## src/rtl/lsu_mem_stage.sv

```systemverilog
// lsu_mem_stage -- RV32 memory stage sitting directly after the EX-stage ALU.
//
// The ALU result is either the effective address of a load/store or, for every
// other instruction, the value to write back. Memory accesses go out over a
// single-outstanding req/ack port with byte enables; load data is realigned
// and sign/zero-extended before writeback. Misaligned or illegal-width
// accesses never reach memory and instead raise a one-cycle exception pulse.
//
// Ports:
//   clk, rst_n                 rising-edge clock, asynchronous active-low reset
//   ex_valid                   EX stage presents a valid instruction
//   ex_mem_read/ex_mem_write   load / store (mutually exclusive)
//   ex_funct3                  RISC-V width/sign code
//   ex_alu_result              address (mem ops) or writeback value (others)
//   ex_store_data              rs2 value for stores
//   ex_rd                      destination register
//   dmem_req/we/addr/wdata/be  registered data-memory request, held until ack
//   dmem_ack, dmem_rdata       memory completion and read data
//   stall                      combinational: upstream must hold ex_* stable
//   wb_valid/wb_rd/wb_data     registered writeback, one-cycle pulse per result
//   lsu_exc/exc_cause/exc_addr registered exception pulse, cause and address
//                              (cause 0=load misaligned, 1=store misaligned,
//                               2=illegal width)

module lsu_mem_stage #(
    parameter int DATA_WIDTH = 32,
    parameter int ADDR_WIDTH = 32
) (
    input  logic                  clk,
    input  logic                  rst_n,
    input  logic                  ex_valid,
    input  logic                  ex_mem_read,
    input  logic                  ex_mem_write,
    input  logic [2:0]            ex_funct3,
    input  logic [DATA_WIDTH-1:0] ex_alu_result,
    input  logic [DATA_WIDTH-1:0] ex_store_data,
    input  logic [4:0]            ex_rd,
    output logic                  dmem_req,
    output logic                  dmem_we,
    output logic [ADDR_WIDTH-1:0] dmem_addr,
    output logic [DATA_WIDTH-1:0] dmem_wdata,
    output logic [3:0]            dmem_be,
    input  logic                  dmem_ack,
    input  logic [DATA_WIDTH-1:0] dmem_rdata,
    output logic                  stall,
    output logic                  wb_valid,
    output logic [4:0]            wb_rd,
    output logic [DATA_WIDTH-1:0] wb_data,
    output logic                  lsu_exc,
    output logic [1:0]            exc_cause,
    output logic [ADDR_WIDTH-1:0] exc_addr
);

    localparam logic [0:0] ST_IDLE = 1'b0;
    localparam logic [0:0] ST_BUSY = 1'b1;

    localparam logic [1:0] CAUSE_LD_MISALIGN = 2'd0;
    localparam logic [1:0] CAUSE_ST_MISALIGN = 2'd1;
    localparam logic [1:0] CAUSE_ILL_WIDTH   = 2'd2;

    // Store lane formatting: returns {byte_enables, replicated_write_data}.
    function automatic logic [35:0] store_lanes(input logic [2:0]  f3,
                                                input logic [1:0]  off,
                                                input logic [31:0] data);
        logic [3:0]  be;
        logic [31:0] wd;
        case (f3)
            3'd0: begin
                be = 4'b0001 << off;
                wd = {4{data[7:0]}};
            end
            3'd1: begin
                be = 4'b0011 << off;
                wd = {2{data[15:0]}};
            end
            default: begin
                be = 4'b1111;
                wd = data;
            end
        endcase
        return {be, wd};
    endfunction

    // Load extraction: pick the byte/half at the latched offset and extend it.
    function automatic logic [31:0] load_extract(input logic [2:0]  f3,
                                                 input logic [1:0]  off,
                                                 input logic [31:0] rdata);
        logic [7:0]  b;
        logic [15:0] h;
        logic [31:0] res;
        case (off)
            2'd0:    b = rdata[7:0];
            2'd1:    b = rdata[15:8];
            2'd2:    b = rdata[23:16];
            default: b = rdata[31:24];
        endcase
        h = off[1] ? rdata[31:16] : rdata[15:0];
        case (f3)
            3'd0:    res = {{24{b[7]}}, b};
            3'd4:    res = {24'd0, b};
            3'd1:    res = {{16{h[15]}}, h};
            3'd5:    res = {16'd0, h};
            default: res = rdata;
        endcase
        return res;
    endfunction

    logic [0:0]  state_r;
    logic        is_load_r;
    logic [2:0]  funct3_r;
    logic [1:0]  off_r;
    logic [4:0]  rd_r;

    logic        is_mem_s;
    logic        width_ok_s;
    logic        misalign_s;
    logic        idle_s;
    logic        accept_s;
    logic [35:0] lanes_s;

    // Width legality and alignment decode of the instruction presented by EX.
    always_comb begin
        width_ok_s = 1'b0;
        misalign_s = 1'b0;
        case (ex_funct3)
            3'd0: begin
                width_ok_s = 1'b1;
                misalign_s = 1'b0;
            end
            3'd1: begin
                width_ok_s = 1'b1;
                misalign_s = ex_alu_result[0];
            end
            3'd2: begin
                width_ok_s = 1'b1;
                misalign_s = |ex_alu_result[1:0];
            end
            // Unsigned variants exist only for loads.
            3'd4: begin
                width_ok_s = ex_mem_read;
                misalign_s = 1'b0;
            end
            3'd5: begin
                width_ok_s = ex_mem_read;
                misalign_s = ex_alu_result[0];
            end
            default: begin
                width_ok_s = 1'b0;
                misalign_s = 1'b0;
            end
        endcase
    end

    assign is_mem_s = ex_mem_read | ex_mem_write;
    assign idle_s   = (state_r == ST_IDLE);
    assign accept_s = idle_s & ex_valid & is_mem_s & width_ok_s & ~misalign_s;
    assign lanes_s  = store_lanes(ex_funct3, ex_alu_result[1:0], ex_store_data);

    assign stall = accept_s | (~idle_s & ~dmem_ack);

    // Access FSM plus all registered memory, writeback and exception outputs.
    always_ff @(posedge clk or negedge rst_n) begin
        if (!rst_n) begin
            state_r    <= ST_IDLE;
            is_load_r  <= 1'b0;
            funct3_r   <= 3'd0;
            off_r      <= 2'd0;
            rd_r       <= 5'd0;
            dmem_req   <= 1'b0;
            dmem_we    <= 1'b0;
            dmem_addr  <= '0;
            dmem_wdata <= '0;
            dmem_be    <= 4'b0000;
            wb_valid   <= 1'b0;
            wb_rd      <= 5'd0;
            wb_data    <= '0;
            lsu_exc    <= 1'b0;
            exc_cause  <= 2'd0;
            exc_addr   <= '0;
        end else begin
            // Result and exception strobes are single-cycle pulses.
            wb_valid <= 1'b0;
            lsu_exc  <= 1'b0;
            case (state_r)
                ST_IDLE: begin
                    if (ex_valid) begin
                        if (!is_mem_s) begin
                            wb_valid <= 1'b1;
                            wb_rd    <= ex_rd;
                            wb_data  <= ex_alu_result;
                        end else if (accept_s) begin
                            state_r   <= ST_BUSY;
                            dmem_req  <= 1'b1;
                            dmem_we   <= ex_mem_write;
                            dmem_addr <= {ex_alu_result[ADDR_WIDTH-1:2], 2'b00};
                            if (ex_mem_write) begin
                                dmem_be    <= lanes_s[35:32];
                                dmem_wdata <= lanes_s[31:0];
                            end else begin
                                dmem_be    <= 4'b1111;
                                dmem_wdata <= '0;
                            end
                            is_load_r <= ex_mem_read;
                            funct3_r  <= ex_funct3;
                            off_r     <= ex_alu_result[1:0];
                            rd_r      <= ex_rd;
                        end else begin
                            lsu_exc  <= 1'b1;
                            exc_addr <= ex_alu_result[ADDR_WIDTH-1:0];
                            if (!width_ok_s) begin
                                exc_cause <= CAUSE_ILL_WIDTH;
                            end else if (ex_mem_write) begin
                                exc_cause <= CAUSE_ST_MISALIGN;
                            end else begin
                                exc_cause <= CAUSE_LD_MISALIGN;
                            end
                        end
                    end
                end
                ST_BUSY: begin
                    // Request fields stay frozen until the memory acknowledges.
                    if (dmem_ack) begin
                        state_r  <= ST_IDLE;
                        dmem_req <= 1'b0;
                        if (is_load_r) begin
                            wb_valid <= 1'b1;
                            wb_rd    <= rd_r;
                            wb_data  <= load_extract(funct3_r, off_r, dmem_rdata);
                        end
                    end
                end
                default: begin
                    state_r  <= ST_IDLE;
                    dmem_req <= 1'b0;
                end
            endcase
        end
    end

endmodule

```

## config.mk

```make
export PLATFORM = sky130hd
export DESIGN_NAME = lsu_mem_stage
export DESIGN_NICKNAME = d
export VERILOG_FILES = /design/src/rtl/lsu_mem_stage.sv
export SDC_FILE = /design/constraint.sdc
export NUM_CORES = 1
export LEC_CHECK = 0
export CAP_MARGIN = 20
export CORE_MARGIN = 4
export CORE_UTILIZATION = 59
export CTS_BUF_LIST = sky130_fd_sc_hd__clkbuf_4 sky130_fd_sc_hd__clkbuf_8
export DETAILED_ROUTE_END_ITERATION = 12
export DONT_BUFFER_PORTS = 1
export MAX_ROUTING_LAYER = met4
export PLACE_DENSITY = 0.77
export SETUP_SLACK_MARGIN = 0.3
export SLEW_MARGIN = 15
export SYNTH_ARGS = -nofsm -noshare
export SYNTH_HDL_FRONTEND = slang
export SYNTH_SLANG_ARGS = --single-unit
```

## constraint.sdc

```tcl
create_clock -name clk -period 3.05 [get_ports clk]
set_input_delay 0.7625 -clock clk [delete_from_list [all_inputs] [get_ports clk]]
set_output_delay 0.7625 -clock clk [all_outputs]
set_load 0.005 [all_outputs]
```

==> flow_summary_export.csv <==
group,metric,value,unit
worst_hold_path,hold_path_class,"in -> async",
cells_and_area,area_growth,6.58,%
drt,drt_wl_total,18200,µm
die,die_area,13600,µm²
run,max_cap_violations,0,
worst_setup_path,crit_path_max_incr_delay,450,ps
drt,wl_per_cell,24.9,µm
clock_tree,cts_setup_buffers,0,
worst_setup_path,worst-path-buf-inv,1,
clock_tree,htreeDepth,4,
worst_setup_path,cp_data_arrival_time,1730,ps
yosys,ys_seq_area_share,55.0,%
yosys,yosys_warnings,0,
worst_setup_path,critical_path_class,"reg -> out",
global_routing,grt_start_max_net_pins,154,
yosys,syn_avg_cell_area,11.9,µm²
cells_and_area,fillers,881,
worst_setup_path,cp_top_family,"simple AND/OR/NAND/NOR gates",
drt,num_vias,4748,
die,fp.coreArea,11500,µm²
cells_and_area,drive_above_1_share,10.4,%
die,io_pins,254,
timing,slew_headroom,45.8,%
die,die_w,117,µm
timing,finClkSkew,7.64,ps
drt,ant_nets,0,
global_routing,grt_pass1_vias,5001,
clock_tree,clk_pin_slew,80,ps
drt,avgViaCountPerCell,6.51,
worst_setup_path,slowest_stage,"dfrtp_2",
global_routing,grt_pass1_wl,27700,µm
timing,tightest_slew,813,ps
power,ir_drop,0.000493,V
placed_design,gp_congestion,0.796,
cells_and_area,num_antenna_cells,0,
die,start_util,60.7,%
worst_setup_path,r2r_cells,4,
die,fp-row-count,39,
drt,drc_errors,0,
clock_tree,cts.path.max_buffers,2,
timing,grt_setup_unrepaired,"no",
worst_setup_path,crit_chain,"nor2b_1 > and2b_1 > nand3_4 > o21ai_0 > buf_4",
timing,fmax,0.401,GHz
global_routing,grtUsageTotal,27.8,%
placed_design,dp_hpwl,13200,µm
clock_tree,ctsResizeCount,0,
yosys,syn_inst,586,
clock_tree,cts_tree,"yes",
clock_tree,root_buffer,"clkbuf_8",
clock_tree,clk_latency,440,ps
clock_tree,cts_buffers,17,
worst_setup_path,cp.depth,5,
timing,fin_crit_sh,81.8,%
worst_setup_path,cp-start-kind,"register",
power,p_leak,3.17,nW
placed_design,port-buffer-count,0,
global_routing,grt_remaining_overflow,0,
timing,setup_violations,0,
drt,drtIter0Drc,409,
die,dieHeight,117,µm
yosys,syn_area,6960,µm²
yosys,synth_edf_count,0,
timing,hold_viol_final,0,
yosys,ys_types,48,
yosys,yosys_most_used_dff,"dfrtp_1",
worst_setup_path,worstSetupEndpointType,"output port",
timing,fin_ws,555,ps
worst_setup_path,cp_max_fo,6,
yosys,async_flop_share,100,%
timing,min_period,2500,ps
outcome,outcome,"finished clean",
placed_design,place_ws,654,ps
power,power.density,808,nW/µm²
worst_setup_path,critPathRequiredTime,2290,ps
timing,slew_violations,0,
clock_tree,cts.sinks,153,
yosys,ys_ff_latch,153,
drt,firstDrtPassIters,5,
global_routing,antenna_found_initial,0,
cells_and_area,fin_nets,683,
timing,setup-tns-final,0,ps
[sequential cells by signal (all words and copies together), names as in the netlist]
signal,flops
dmem_wdata,32
is_load_r,1
state_r,1
rd_r,5
exc_addr,32
funct3_r,3
dmem_we,1
lsu_exc,1
off_r,2
dmem_addr,30
wb_valid,1
dmem_req,1
wb_data,32
dmem_be,4
wb_rd,5
exc_cause,2
[worst paths after layout]
path,from,endpoint,slack [ps]
setup / recovery,state_r,stall,550
hold / removal,rst_n,dmem_addr[18],20
setup reg to reg,off_r[1],wb_data[29],690
hold reg to reg,rd_r[3],rd_r[3],500
max in group asynchronous,rst_n,state_r,2820
min in group clk,dmem_ack,state_r,420
[cells in the mapped netlist, types with 3 or more instances]
master       n  area (µm²)
dfrtp_1    153        3830
nor2_1      72         270
mux2_1      69         777
mux2i_1     43         430
a221oi_1    31         272
nand2_1     30         113
o21ai_0     21         105
buf_2       16        80.1
o2bb2ai_1   16         140
a21oi_1     15        75.1
inv_1       12        45.0
clkbuf_1    10        37.5
o22ai_1      9        56.3
a22o_1       8        70.1
and3_1       8        50.1
buf_4        8        60.1
o211ai_1     8        60.1
a2bb2oi_1    7        61.3
mux2_2       6        67.6
buf_6        5        56.3
a21o_1       3        22.5
buf_1        3        11.3
nand3_1      3        15.0
[area by class of cell]
class,count,area [µm²],share of cell area (%)
Tap cell,143,179,2.41
Clock buffer,25,325,4.39
Multi-Input combinational cell,378,2850,38.4
Clock inverter,7,90.1,1.21
Timing Repair Buffer,9,92.6,1.25
Inverter,14,52.6,0.708
Sequential cell,153,3830,51.6
[logic make-up after synthesis]
logic type / count (synthesis) / share of synthesized area, %
mux: 118 / 18.3
other cells: 1 / 0.0539
buf+inv: 56 / 4.28
flops: 153 / 55.0
simple gates: 129 / 8.29
compound gates: 129 / 14.1
[layer usage]
layer / routed length (µm) / GRT usage [%]
met1: 6860 / 33.9
met2: 8790 / 43.6
met3: 2220 / 9.90
met4: 304 / 9.10
met5: 0 / -
[cell usage in the layout (no fill, tap or decap), drive strengths merged, types with 2 or more instances in the layout]
cell      netlist  routed
inv            12      12
conb            1       2
o22a            2       2
bufinv          0       2
nor2           72      72
a2bb2oi         7       7
o21ai          24      24
o2bb2ai        16      16
mux2i          43      43
mux2           75      75
nand2b          2       2
o211ai          8       8
a21oi          16      16
a22o            8       8
nor2b           2       2
nand2          30      30
a21o            3       3
clkbuf         10      25
and3            8       8
dfrtp         153     153
o22ai          10      10
clkinvlp        0       2
nand3           4       4
a221oi         31      31
clkinv          2       5
buf            32       9
[worst register-to-register path, stage by stage, from the launching register on]
cell and delay, ps:
dfrtp_1 840, mux2i_1 380, mux2i_1 150, a21oi_2 650
a221oi_1 180
[per-stage QoR]
| stage | cells | total power, W | hold WS, ps | util (%) | instance area, µm² |
|---|---|---|---|---|---|
| floorplan | 587 | 0.00406 | 464 | - | 6960 |
| global placement | 697 | 0.00437 | 470 | 61.1 | 7000 |
| detailed placement | 697 | 0.00446 | 470 | 61.1 | 7000 |
| CTS | 729 | 0.00605 | -23.3 | 64.7 | 7420 |
| global route | 729 | 0.00633 | -20.8 | 64.7 | 7420 |
| finish | 729 | 0.00599 | 17.3 | 64.7 | 7420 |
[where the power goes]
group	internal (W)	leakage (nW)	switching, W
logic	0.000579	1.15	0.000564
registers	0.00267	1.81	0.000607
clock network	0.000860	0.212	0.000712
No activity file was read; power rests on OpenSTA's default activity.
